<file path="src/rtl/frame_deserializer_if.sv">
// Bundles the tick-sampled serial input, read strobe and receive-status outputs of frame_deserializer.
// The master drives the serial line, tick and rd; the slave (the deserializer) returns q and status.
interface frame_deserializer_if #(
    parameter int N = 8
);
    logic         tick;
    logic         sin;
    logic         rd;
    logic [N-1:0] q;
    logic         full;
    logic         overrun;
    logic         frame_err;
    logic         busy;

    modport master (
        output tick, sin, rd,
        input  q, full, overrun, frame_err, busy
    );

    modport slave (
        input  tick, sin, rd,
        output q, full, overrun, frame_err, busy
    );
endinterface

</file>
<file path="src/rtl/frame_deserializer.sv">
// Tick-sampled start/N-data-LSB-first/stop receiver; q/full/frame_err update on the edge ending the stop tick.
// No backpressure: an unread word is overwritten and flagged by sticky overrun until rd acknowledges it.
module frame_deserializer #(
    parameter int N = 8
) (
    input  logic                    clk,
    input  logic                    reset,
    frame_deserializer_if.slave     bus
);
    localparam int CW = $clog2(N);

    typedef enum logic [1:0] {
        S_IDLE,
        S_DATA,
        S_STOP,
        S_WAITHI
    } state_t;

    state_t        state_q, state_d;
    logic [CW-1:0] cnt_q, cnt_d;
    logic [N-1:0]  shift_q, shift_d;
    logic [N-1:0]  word_q, word_d;
    logic          full_q, full_d;
    logic          ovr_q, ovr_d;
    logic          ferr_q, ferr_d;

    always_ff @(posedge clk) begin
        if (!reset) begin
            state_q <= S_IDLE;
            cnt_q   <= '0;
            shift_q <= '0;
            word_q  <= '0;
            full_q  <= 1'b0;
            ovr_q   <= 1'b0;
            ferr_q  <= 1'b0;
        end else begin
            state_q <= state_d;
            cnt_q   <= cnt_d;
            shift_q <= shift_d;
            word_q  <= word_d;
            full_q  <= full_d;
            ovr_q   <= ovr_d;
            ferr_q  <= ferr_d;
        end
    end

    always_comb begin
        state_d = state_q;
        cnt_d   = cnt_q;
        shift_d = shift_q;
        word_d  = word_q;
        full_d  = full_q;
        ovr_d   = ovr_q;
        ferr_d  = 1'b0;

        // A read is applied first so a same-cycle good stop re-fills without flagging overrun.
        if (bus.rd && full_q) begin
            full_d = 1'b0;
            ovr_d  = 1'b0;
        end

        case (state_q)
            S_IDLE: begin
                if (bus.tick && !bus.sin) begin
                    state_d = S_DATA;
                    cnt_d   = '0;
                end
            end
            S_DATA: begin
                if (bus.tick) begin
                    shift_d = {bus.sin, shift_q[N-1:1]};
                    if (cnt_q == CW'(N - 1)) begin
                        state_d = S_STOP;
                    end else begin
                        cnt_d = cnt_q + CW'(1);
                    end
                end
            end
            S_STOP: begin
                if (bus.tick) begin
                    if (bus.sin) begin
                        word_d  = shift_q;
                        full_d  = 1'b1;
                        if (full_q && !bus.rd) begin
                            ovr_d = 1'b1;
                        end
                        state_d = S_IDLE;
                    end else begin
                        ferr_d  = 1'b1;
                        state_d = S_WAITHI;
                    end
                end
            end
            S_WAITHI: begin
                // Hold here until the line returns high so a stuck-low line cannot look like a start bit.
                if (bus.tick && bus.sin) begin
                    state_d = S_IDLE;
                end
            end
            default: begin
                state_d = S_IDLE;
            end
        endcase
    end

    assign bus.q         = word_q;
    assign bus.full      = full_q;
    assign bus.overrun   = ovr_q;
    assign bus.frame_err = ferr_q;
    assign bus.busy      = (state_q != S_IDLE);
endmodule

</file>
<file path="src/flat_wrapper.sv">
// flat-port wrapper written by rule: the top's interface ports become plain ports
module frame_deserializer_flat 
#(
    parameter int N = 8
)
  (clk, reset, bus_tick, bus_sin, bus_rd, bus_q, bus_full, bus_overrun, bus_frame_err, bus_busy);
  frame_deserializer_if #(.N(N)) bus_i ();
  input  logic clk;
  input  logic reset;
  input wire logic [$bits(bus_i.tick)-1:0] bus_tick;
  input wire logic [$bits(bus_i.sin)-1:0] bus_sin;
  input wire logic [$bits(bus_i.rd)-1:0] bus_rd;
  output wire logic [$bits(bus_i.q)-1:0] bus_q;
  output wire logic [$bits(bus_i.full)-1:0] bus_full;
  output wire logic [$bits(bus_i.overrun)-1:0] bus_overrun;
  output wire logic [$bits(bus_i.frame_err)-1:0] bus_frame_err;
  output wire logic [$bits(bus_i.busy)-1:0] bus_busy;
  assign bus_i.tick = bus_tick;
  assign bus_i.sin = bus_sin;
  assign bus_i.rd = bus_rd;
  assign bus_q = bus_i.q;
  assign bus_full = bus_i.full;
  assign bus_overrun = bus_i.overrun;
  assign bus_frame_err = bus_i.frame_err;
  assign bus_busy = bus_i.busy;
  frame_deserializer #(.N(N)) u_core (.clk(clk), .reset(reset), .bus(bus_i));
endmodule
</file>
<file path="config.mk">
export PLATFORM = sky130hd
export DESIGN_NAME = frame_deserializer_flat
export DESIGN_NICKNAME = d
export VERILOG_FILES = /design/src/rtl/frame_deserializer_if.sv /design/src/rtl/frame_deserializer.sv /design/src/flat_wrapper.sv
export SDC_FILE = /design/constraint.sdc
export NUM_CORES = 1
export LEC_CHECK = 0
export ABC_AREA = 1
export BUFFER_PORTS_ARGS = -buffer_cell sky130_fd_sc_hd__buf_2
export CAP_MARGIN = 25
export CORE_MARGIN = 2
export CORE_UTILIZATION = 47
export CTS_BUF_LIST = sky130_fd_sc_hd__clkbuf_2
export DETAILED_ROUTE_END_ITERATION = 8
export GPL_TIMING_DRIVEN = 0
export HOLD_SLACK_MARGIN = 0.15
export MAX_ROUTING_LAYER = met4
export PLACE_DENSITY_LB_ADDON = 0.08
export SLEW_MARGIN = 0
export SYNTH_ARGS = -nofsm -noshare
export SYNTH_HDL_FRONTEND = slang
export SYNTH_SLANG_ARGS = --single-unit
</file>
<file path="constraint.sdc">
create_clock -name clk -period 1.4 [get_ports clk]
set_clock_uncertainty 0.05 [all_clocks]
set_input_delay 0 -clock clk [delete_from_list [all_inputs] [get_ports clk]]
set_output_delay 0 -clock clk [all_outputs]
set_load 0.02 [all_outputs]
</file>
Word-level counts from Yosys, hierarchy flattened --
Cells that the tools add are included.
Operators by class: add/sub/neg operators 1, equal/unequal tests 10, mux-type cells 21, reductions and logical operators 14
Operators with widths (count):
- $mux W2 | 6
- $mux W1 | 10
- $mux W3 | 3
- $pmux W2 S4 | 1
- $ne A2 B1 Y1 const B | 3
- $ne A2 B2 Y1 const B | 3
- $pmux W3 S2 | 1
- $reduce_and A3 Y1 | 2
- $reduce_and A5 Y1 | 1
- $eq A2 B2 Y1 const B | 2
- $logic_and A1 B1 Y1 | 4
- $reduce_and A4 Y1 | 1
- $reduce_bool A2 Y1 | 2
- $add A3 B1 Y3 const B | 1
- $eq A3 B3 Y1 const B | 1
- $eq A2 B1 Y1 const B | 1
- $logic_not A1 Y1 | 2
- $logic_not A2 Y1 | 1
- $reduce_and A2 Y1 | 1
Storage, ports and cells: register bits 24, input port bits 5, output and inout port bits 12

Logic depth before layout (Yosys ltp) --
Gate-level depths: netlist of run 1.
depth after elaboration 6, mapped depth 8, gate-level depth less buffers 8

Worst setup path before layout of run 1 --
No wires, ideal clock.
path kind register to register, start register u_core.cnt_q[0], end register u_core.cnt_q[1], arrival time 1026 ps, required time 1235 ps, path slack 209 ps, stages on the path, launching flop included 9, buffers on the path 0, clock period less this slack 1191 ps, cells stage by stage dfxtp_1 > ha_1 > ha_1 > inv_1 > nand2_2 > nand2_2 > nand3_1 > nand2_1 > nor2_1
On the way: longest elaborated chain between the ends 4
RTL lines:
- from (decl) | RTL line frame_deserializer.sv:20 | logic [CW-1:0] cnt_q, cnt_d;
- from (signal assigned) | RTL line frame_deserializer.sv:38 | cnt_q <= cnt_d;
- $add A3 B1 Y3 | RTL line frame_deserializer.sv:75 | cnt_d = cnt_q + CW'(1);
- $mux W3 | RTL line frame_deserializer.sv:72 | if (cnt_q == CW'(N - 1)) begin
- $mux W3 | RTL line frame_deserializer.sv:70 | if (bus.tick) begin
- $pmux W3 S2 | RTL line frame_deserializer.sv:62 | case (state_q)
Several ways; a longest one is shown, not always the timed one. The select of a mux whose other input is x is not followed. A chain may end at the register's enable or synchronous reset.

Final worst setup path of run 1 --
start register u_core.state_q[0], end register u_core.shift_q[0]
On the way: longest elaborated chain between the ends 2
RTL lines:
- from (decl) | RTL line frame_deserializer.sv:19 | state_t state_q, state_d;
- from (signal assigned) | RTL line frame_deserializer.sv:37 | state_q <= state_d;
- $eq A2 B1 Y1 | RTL line frame_deserializer.sv:62
- $reduce_and A2 Y1 (no source line)
- to (signal assigned) | RTL line frame_deserializer.sv:39 | shift_q <= shift_d;
- to (decl) | RTL line frame_deserializer.sv:21 | logic [N-1:0] shift_q, shift_d;
No other way between the ends.

==> flow_results.org, run 1 <==
** Run status
- Run status :: completed

** Worst setup path
- Highest fanout seen on the critical path :: 10
- STA puts the critical path data required time at about 1600 ps.
- Setup crit end kind :: flop
- Data arrives at the worst endpoint at roughly 1500 ps.
- The worst setup path is launched from a flop.
- Path type of the worst setup path :: flop to flop

** Synth
- Post-synthesis simple-gate area fraction :: just under 30%
- Sequential cells were found to cover roughly half of the synthesized design area.
- In this run the mean area of a mapped cell was about 7.4 um^2.
- After synthesis, the largest area contributor takes up between 40% and 50% of total cell area.
- After synthesis, the netlist uses 18 different library cells.
- Post-Synth XOR/XNOR Area :: 0%
- Portion of netlist area occupied by mux cells :: 0%
- Largest cells by area after synthesis :: dfxtp_1 (49%), nand2_1 (10%), nor2_1 (8.0%)
- After synthesis the netlist holds a flip-flop and latch count of 24.
- Net count after synthesis :: approximately 140
- The synthesized netlist devotes 2.532% of its cell area to adder and majority cells.
- Post-synthesis cell type with the largest combined area :: dfxtp_1
- The Yosys step of the flow raised 0 warnings.
- Dominant combinational cell family by area after synthesis :: simple AND/OR/NAND/NOR gates
- In the synthesized netlist, the number of instances is approximately 130.
- The synthesized netlist occupies a cell area of slightly below 1000 um^2.
- Summing the areas of all compound-gate instances in the mapped netlist gives between 10% and 20% of the synthesized area.

** STA
- The count of pins over their slew limit is 0.
- Setup violations remaining at the end of the flow were counted as 0.
- Post-route clock period utilization :: about nine tenths
- On the final layout, the worst hold slack is between 300 and 400 ps.
- Final setup TNS :: 0 ps
- For the pin with the worst max-slew slack, the measured transition is 443.1 ps.
- Max-slew headroom :: approximately 70%
- RSZ-0062 raised after global routing :: no
- Final worst path period need :: 1284 ps
- The count of final hold-check violations was 0.
- Highest attainable clock frequency :: 0.7786 GHz

** Floorplan
- The floorplan has 16 rows.
- Starting utilization of the core area :: 49.87%
- Top-level I/O count :: 17
- The floorplan step defined a core boundary enclosing between 1500 and 2000 um^2.
- The die covers 2486 um^2.
- Vertical die dimension :: roughly 50 um
- From left edge to right edge, the die measures around 50 um.

** CTS
- Clock network latency to the later pin of the worst-skew pair :: 340 ps
- Buffer depth of the longest clock path :: 2
- The number of clock buffers added by TritonCTS is 3.
- The cell sitting at the root of the clock tree is a clkbuf_2.
- TritonCTS built the clock tree.
- H-tree depth reported by CTS :: 1
- For this design, the sink count on the clock tree is 24.
- CTS clock-pin slew for the worst setup and hold paths :: ~230 ps

** Cells and area
- Most common library cell in the layout ignoring fill and taps :: nand2_1
- In the layout the commonest cells are nand2_1 (26), dfxtp_1 (22), nor2_1 (21).
- Final layout net count :: around 170
- Proportion of layout cells with a drive suffix above 1 :: a little over a fifth
- The repair_antennas step left the layout with diodes totalling 0.
- Across the whole layout, storage elements account for about 480 um^2.
- Counting the fill cells in the layout gives 199.
- P&R area growth vs syn :: 19.24%
- Area of the multi-input gates :: 461.7 um^2
- Cells fill between 50% and 60% of the core in the end.

** Routing
- Total vias in the final route :: between 900 and 1000
- The detailed router put a total of 900 um of wire on met1.
- Routed wire length on met3 :: 95 um
- Vias/cell :: 4.962
- Met2 layer wire length in the routed design :: 911 um
- Wires add up to about 1900 um.
- DR pass1 iterations :: 4
- Average wire length per cell after detail routing :: 10.46 um
- Residual antenna-violating net count after detailed routing :: 0
- For this run, design rule violations remaining after detail routing come to 0.
- The first routing iteration left 15 violations.
- Highest signal layer in the routed design :: met4

** Global routing
- Maximum number of pins on one net before global-route repair :: 14
- The first global-routing pass estimated 3277 um of wire.
- The total overflow left after global routing is 0.
- Global-route usage over all layers :: roughly 18%
- Antenna violations before repair :: 0
- Vias in the first global route :: between 700 and 800

** Placement
- Detailed placement ended at an HPWL of ~1300 um.
- The congestion estimate from routability-driven global placement came to slightly below 0.8.
- # port buffers :: 16

** Hold path
- Hold crit path type :: input port to flop

** Pwr
- Power spread over the standard cell area amounts to approximately 1100 nW/um^2.
- Maximum vdd ir drop :: between 700 and 800 uV
- Static leakage power :: about 0.00055 uW

** Run
- The tool flagged a number of max-cap violations equal to 0.
==> Yosys cell counts <==
master and count:
clkbuf_1 1, or2_2 1, buf_4 1, nor3_1 1
ha_1 2, dfxtp_1 24, a21oi_1 15, o21ai_1 7
nand2_1 27, nor2_1 21, nand3_1 12, buf_2 1
nor3_2 1, inv_1 10, o21ai_0 4, nand2_2 3
nor2_4 1, inv_2 2
==> cells by family (layout without fill, tap and decap cells) <==
kind of cell / count (synthesis) / count (layout)
and+or+nand+nor: 67 / 67
adders and majority gates: 2 / 2
buffers and inverters: 15 / 39
AOI/OAI and AO/OA: 26 / 26
DFF: 24 / 24
==> worst paths after layout <==
check                                                 endpoint  slack (ps)  cells after the start                           start
worst max-delay path            u_core.shift_q[0]$_SDFFE_PN0P_         120                      5  u_core.state_q[0]$_SDFFE_PN0P_
worst min-delay path                                      flop         400                      5                          bus_rd
worst max register to register  u_core.shift_q[0]$_SDFFE_PN0P_         120                      5  u_core.state_q[0]$_SDFFE_PN0P_
worst min register to register                            flop         410                      2                            flop
==> layer usage <==
| layer | global-route usage [%] | vias to the layer above |
|---|---|---|
| met5 | - | - |
| met1 | 22.22 | 414 |
| met3 | 3.636 | 5 |
| li1 | - | 479 |
| met2 | 28.00 | 20 |
| met4 | 6.944 | 0 |
==> flip-flops by register name, indices dropped and copies added (netlist names), named ones only <==
name,flops
u_core.shift_q,8
u_core.cnt_q,3
u_core.state_q,2
u_core.bus.q,8
u_core.bus.full,1
u_core.bus.frame_err,1
==> critical path: stages (launching register included) <==
cell and delay (ps):
dfxtp_2 440, inv_2 70, nor2_4 220, nand2_2 190
o21ai_0 190, a21oi_1 60
==> where the power goes <==
part           leakage, uW  internal [uW]  switching, uW  total [uW]
Sequential        0.000195            726           31.0         757
Clock            0.0000140           62.1            209         271
Combinational     0.000337            101            183         283
==> cell type report <==
cell class | count | share of cell area (%)
well taps | 27 | 2.866
repair buffers | 20 | 10.19
clock buffers | 3 | 1.274
plain buffers | 3 | 1.380
clock inverters | 1 | 0.3185
inverters | 12 | 3.822
flip-flops and latches | 24 | 40.98
multi-input cells | 95 | 39.17
==> timing repair <==
action | in CTS | in global routing
hold buffers | 4 | 0
hold endpoints to repair | 15 | 0
setup buffers | 0 | 0
setup endpoints to repair | 0 | 6
gates resized for setup | 0 | 7
==> metrics by stage <==
step / setup slack (ps) / area, um^2 / total power (uW) / instances
2_1_floorplan: 208.7 / 988.4 / 963.0 / 134
3_3_place_gp: 53.56 / 1102 / 1022 / 177
3_5_place_dp: 44.82 / 1102 / 1032 / 177
4_1_cts: 29.13 / 1161 / 1300 / 185
5_1_grt: 5.481 / 1179 / 1382 / 185
6_report: 115.6 / 1179 / 1311 / 185
(Power assumes the default switching activity.)
==> inputs of run 2 (changes only) <==
--- a/config.mk
+++ b/config.mk
@@ -8,7 +8,6 @@
 export ABC_AREA = 1
 export BUFFER_PORTS_ARGS = -buffer_cell sky130_fd_sc_hd__buf_2
 export CAP_MARGIN = 25
-export CORE_MARGIN = 2
 export CORE_UTILIZATION = 47
 export CTS_BUF_LIST = sky130_fd_sc_hd__clkbuf_2
 export DETAILED_ROUTE_END_ITERATION = 8
==> constraint.sdc (replaced) <==
create_clock -name clk -period 1.21 [get_ports clk]
set_clock_uncertainty 0.05 [all_clocks]
set_input_delay 0 -clock clk [delete_from_list [all_inputs] [get_ports clk]]
set_output_delay 0 -clock clk [all_outputs]
set_load 0.02 [all_outputs]
==> run 2 against run 1 <==
Largest power group unchanged. Worst setup slack worse by 120 ps. Sequential share of layout area down 2.7 points. Combinational power is 41% higher. First-iteration DRC count fell by 13%. Largest cell class is now multi-input combinational cells. The flow now finishes with violations (negative setup slack). Via count is 2.3% higher.
==> flow_results.org, run 2 (synthesized netlist as in run 1, its figures left out) <==
** CTS
- The longest clock path from root to sink contains 2 buffers.
- In this run the number of H-tree levels came out at 1.
- The clock net in this run drives a total of 24 sinks.
- The cell sitting at the root of the clock tree is a clkbuf_2.
- Clock network latency to the later pin of the worst-skew pair :: ~350 ps
- TritonCTS Buffers :: 3
- TritonCTS built the clock tree.
- CTS clock-pin slew for the worst setup and hold paths :: 210 ps

** Placement
- Estimated wirelength of the detail-placed design :: ~1400 um
- Gp weighted congestion :: around 0.8
- Cell Area, Placed :: between 1000 and 1500 um^2
- The count of buffers added on input and output ports is 16.

** Worst setup path
- Worst r2r dst :: u_core.cnt_q[2]$_SDFFE_PN0P_
- CP startpoint :: u_core.cnt_q[1]$_SDFFE_PN0P_
- In this run the worst setup path terminates at u_core.cnt_q[2]$_SDFFE_PN0P_.
- In this design, the stage delay of the slowest critical-path cell is 390 ps.
- STA puts the critical path data arrival time at 1450 ps.
- Register-to-Register Path Depth :: 8
- Among all stages on the critical path, the largest delay is contributed by dfxtp_2.
- STA classifies the critical path endpoint as a flop.
- Of all nets on the critical path, the largest fanout is 6.
- In this run the register-to-register setup slack is -4 ps.
- Crit start category :: flop
- Worst path cell trace :: ha_4 > ha_4 > inv_2 > nand2_4 > nand2_4 > nand3_2 > nand2_1 > nor2_1
- Data on the critical path is required at its endpoint by ~1400 ps.
- By startpoint and endpoint, the worst setup path is classified as flop to flop.
- The startpoint identified for the worst register-to-register timing path is u_core.cnt_q[1]$_SDFFE_PN0P_.

** Routing
- After detailed routing, the average wire length per cell comes to 11.46 um.
- Total Routed Length :: 2166 um
- DR pass1 iterations :: 4
- Vias/cell :: around 5
- Total vias in the final route :: around 940
- Drt first-iter violations :: 13
- After detailed routing, the number of remaining DRC violations is 0.
- Once detail routing completed, the nets flagged for antenna violations numbered 0.

** Global routing
- The number of global-route vias before repair is 774.
- Antenna violations before repair :: 0
- Across every metal layer, demand over resource in global routing totals between 20% and 30%.
- Maximum number of pins on one net before global-route repair :: 14
- Overflow left after global routing :: 0
- Met2 Usage GRT :: about a third
- GR Util met3 :: 4.528%
- Wire length of the first global-routing pass :: between 3000 and 4000 um
- Met1 usage in global routing :: ~24%
- Layer with the highest usage :: met2

** Cells and area
- Diodes inserted :: 0
- Summing all multi-input logic gate instances after layout gives just over 500 um^2.
- The top cell types in the final layout, fill and taps aside, are nand2_1 (26), nor2_1 (21), dfxtp_1 (20).
- Fill cells in the final layout number between 150 and 200.
- For this run, the share of the core covered by cells in the final layout is 65.24%.
- For this run, the post-layout net count is 170.
- Leaving out fill and tap cells, the most frequent cell in the layout is nand2_1.
- Fin area :: around 1300 um^2
- From synthesis to final layout, the design area changed by 29.49%.
- Of the cells placed in the final design, the portion with a size suffix greater than 1 is between 20% and 30%.
- Registers take approximately 500 um^2.

** STA
- Timing would allow up to 0.8235 GHz.
- Setup repair after global routing could not meet its margin everywhere.
- Worst-Margin Slew :: between 400 and 500 ps
- Hold WS :: between 300 and 400 ps
- Post-route clock period utilization :: 100.4%
- The count of final hold-check violations was 0.
- Setup violations remaining at the end of the flow were counted as 1.
- Max-slew violation count :: 0
- Measured against its own limit, the worst slew margin works out to 70.23%.
- Final worst path period need :: ~1200 ps
- In the post-route analysis, the smallest setup slack over all paths is -4.286 ps.

** Run status
- Run status :: finished, violations left
- The checks that failed: negative setup slack.

** Pwr
- The internal power of the cells totals ~1100 uW.
- Maximum vdd ir drop :: 831.7 uV
- For this design the ratio of total power to cell area is approximately 1200 nW/um^2.
- Per report_power, the sequential group accounts for 55.7% of the total.
- Power share of the combinational group :: around a quarter
- Net switching is approximately a third of the power.
- Clock network power share :: between 10% and 20%
- The analysis attributes to net switching a power of roughly 520 uW.
- In this run the static leakage power is between 0.0005 and 0.0006 uW.

** Floorplan
- Total Die Area :: approximately 2300 um^2
- Row generation in the floorplan step produced 16 rows.
- From left edge to right edge, the die measures approximately 48 um.
- Top-level I/O count :: 17
- The total area inside the core boundary comes to 1962 um^2.
- Starting utilization of the core area :: 50.38%
- Vertical die dimension :: ~48 um

** Run
- The tool flagged a number of max-cap violations equal to 0.

** Hold path
- Hold crit path type :: input port to flop
## run 2: changes by cell type in the layout (fill, tap and decap cells not counted), sizes merged
cell,before,now
buf,18,22
## run 2: area by class of cell
cell class                 count  area share [%]
multi-input combinational     95           40.27
sequential                    24           38.32
timing repair buffer          24           12.02
inverter                      12           3.715
tap                           27           2.639
buffer                         3           1.564
clock buffer                   3           1.173
clock inverter                 1          0.2933
## run 2: critical path, delay by kind of cell (launching register included)
family | cells | cell delay, ps
flops | 1 | 390
simple gates | 5 | 340
fa+ha+maj | 2 | 310
buf+inv | 1 | 60
## run 2: timing repair
item	in CTS	in global routing
buffers inserted	3	0
resized for setup	18	10
setup endpoints to repair	23	19
endpoints found under the hold margin	15	0
gates cloned	0	1
pin swaps	1	2
hold buffers	4	0
## run 2: worst min path at each step
stage | start | endpoint | slack (ps) | cells past startpoint
2_1_floorplan | reset | u_core.bus.q[7]$_SDFFE_PN0P_ | 90 | 2
3_3_place_gp | bus_rd | flop | 210 | 4
3_5_place_dp | bus_rd | flop | 220 | 4
4_1_cts | bus_rd | flop | 360 | 5
5_1_grt | bus_rd | u_core.bus.full$_SDFF_PN0_ | 410 | 5
6_report | bus_rd | flop | 380 | 5
## run 2: per-layer routing
layer,vias to the layer above,part of all wire (%)
met5,-,0
met4,0,2.2
met3,5,3.3
met2,21,49
met1,424,46
li1,489,-
## run 2: metrics by stage
step | setup TNS (ps) | total power (uW) | std cells | worst slack, ps
6_report | -4.286 | 1599 | 189 | -4.286
5_1_grt | -590.7 | 1696 | 189 | -68.86
4_1_cts | 0 | 1580 | 188 | 3.958
3_5_place_dp | -1099 | 1189 | 177 | -126.6
3_3_place_gp | -984.8 | 1184 | 177 | -146.9
2_1_floorplan | 0 | 1114 | 134 | 18.73
## run 2: power groups by stage
stage / registers (uW) / logic, uW / clock network [uW]
after floorplan: 897 / 217 / 0
after global placement: 888 / 295 / 0
after detailed placement: 890 / 299 / 0
after CTS: 887 / 370 / 322
after global routing: 897 / 450 / 349
final: 891 / 399 / 310
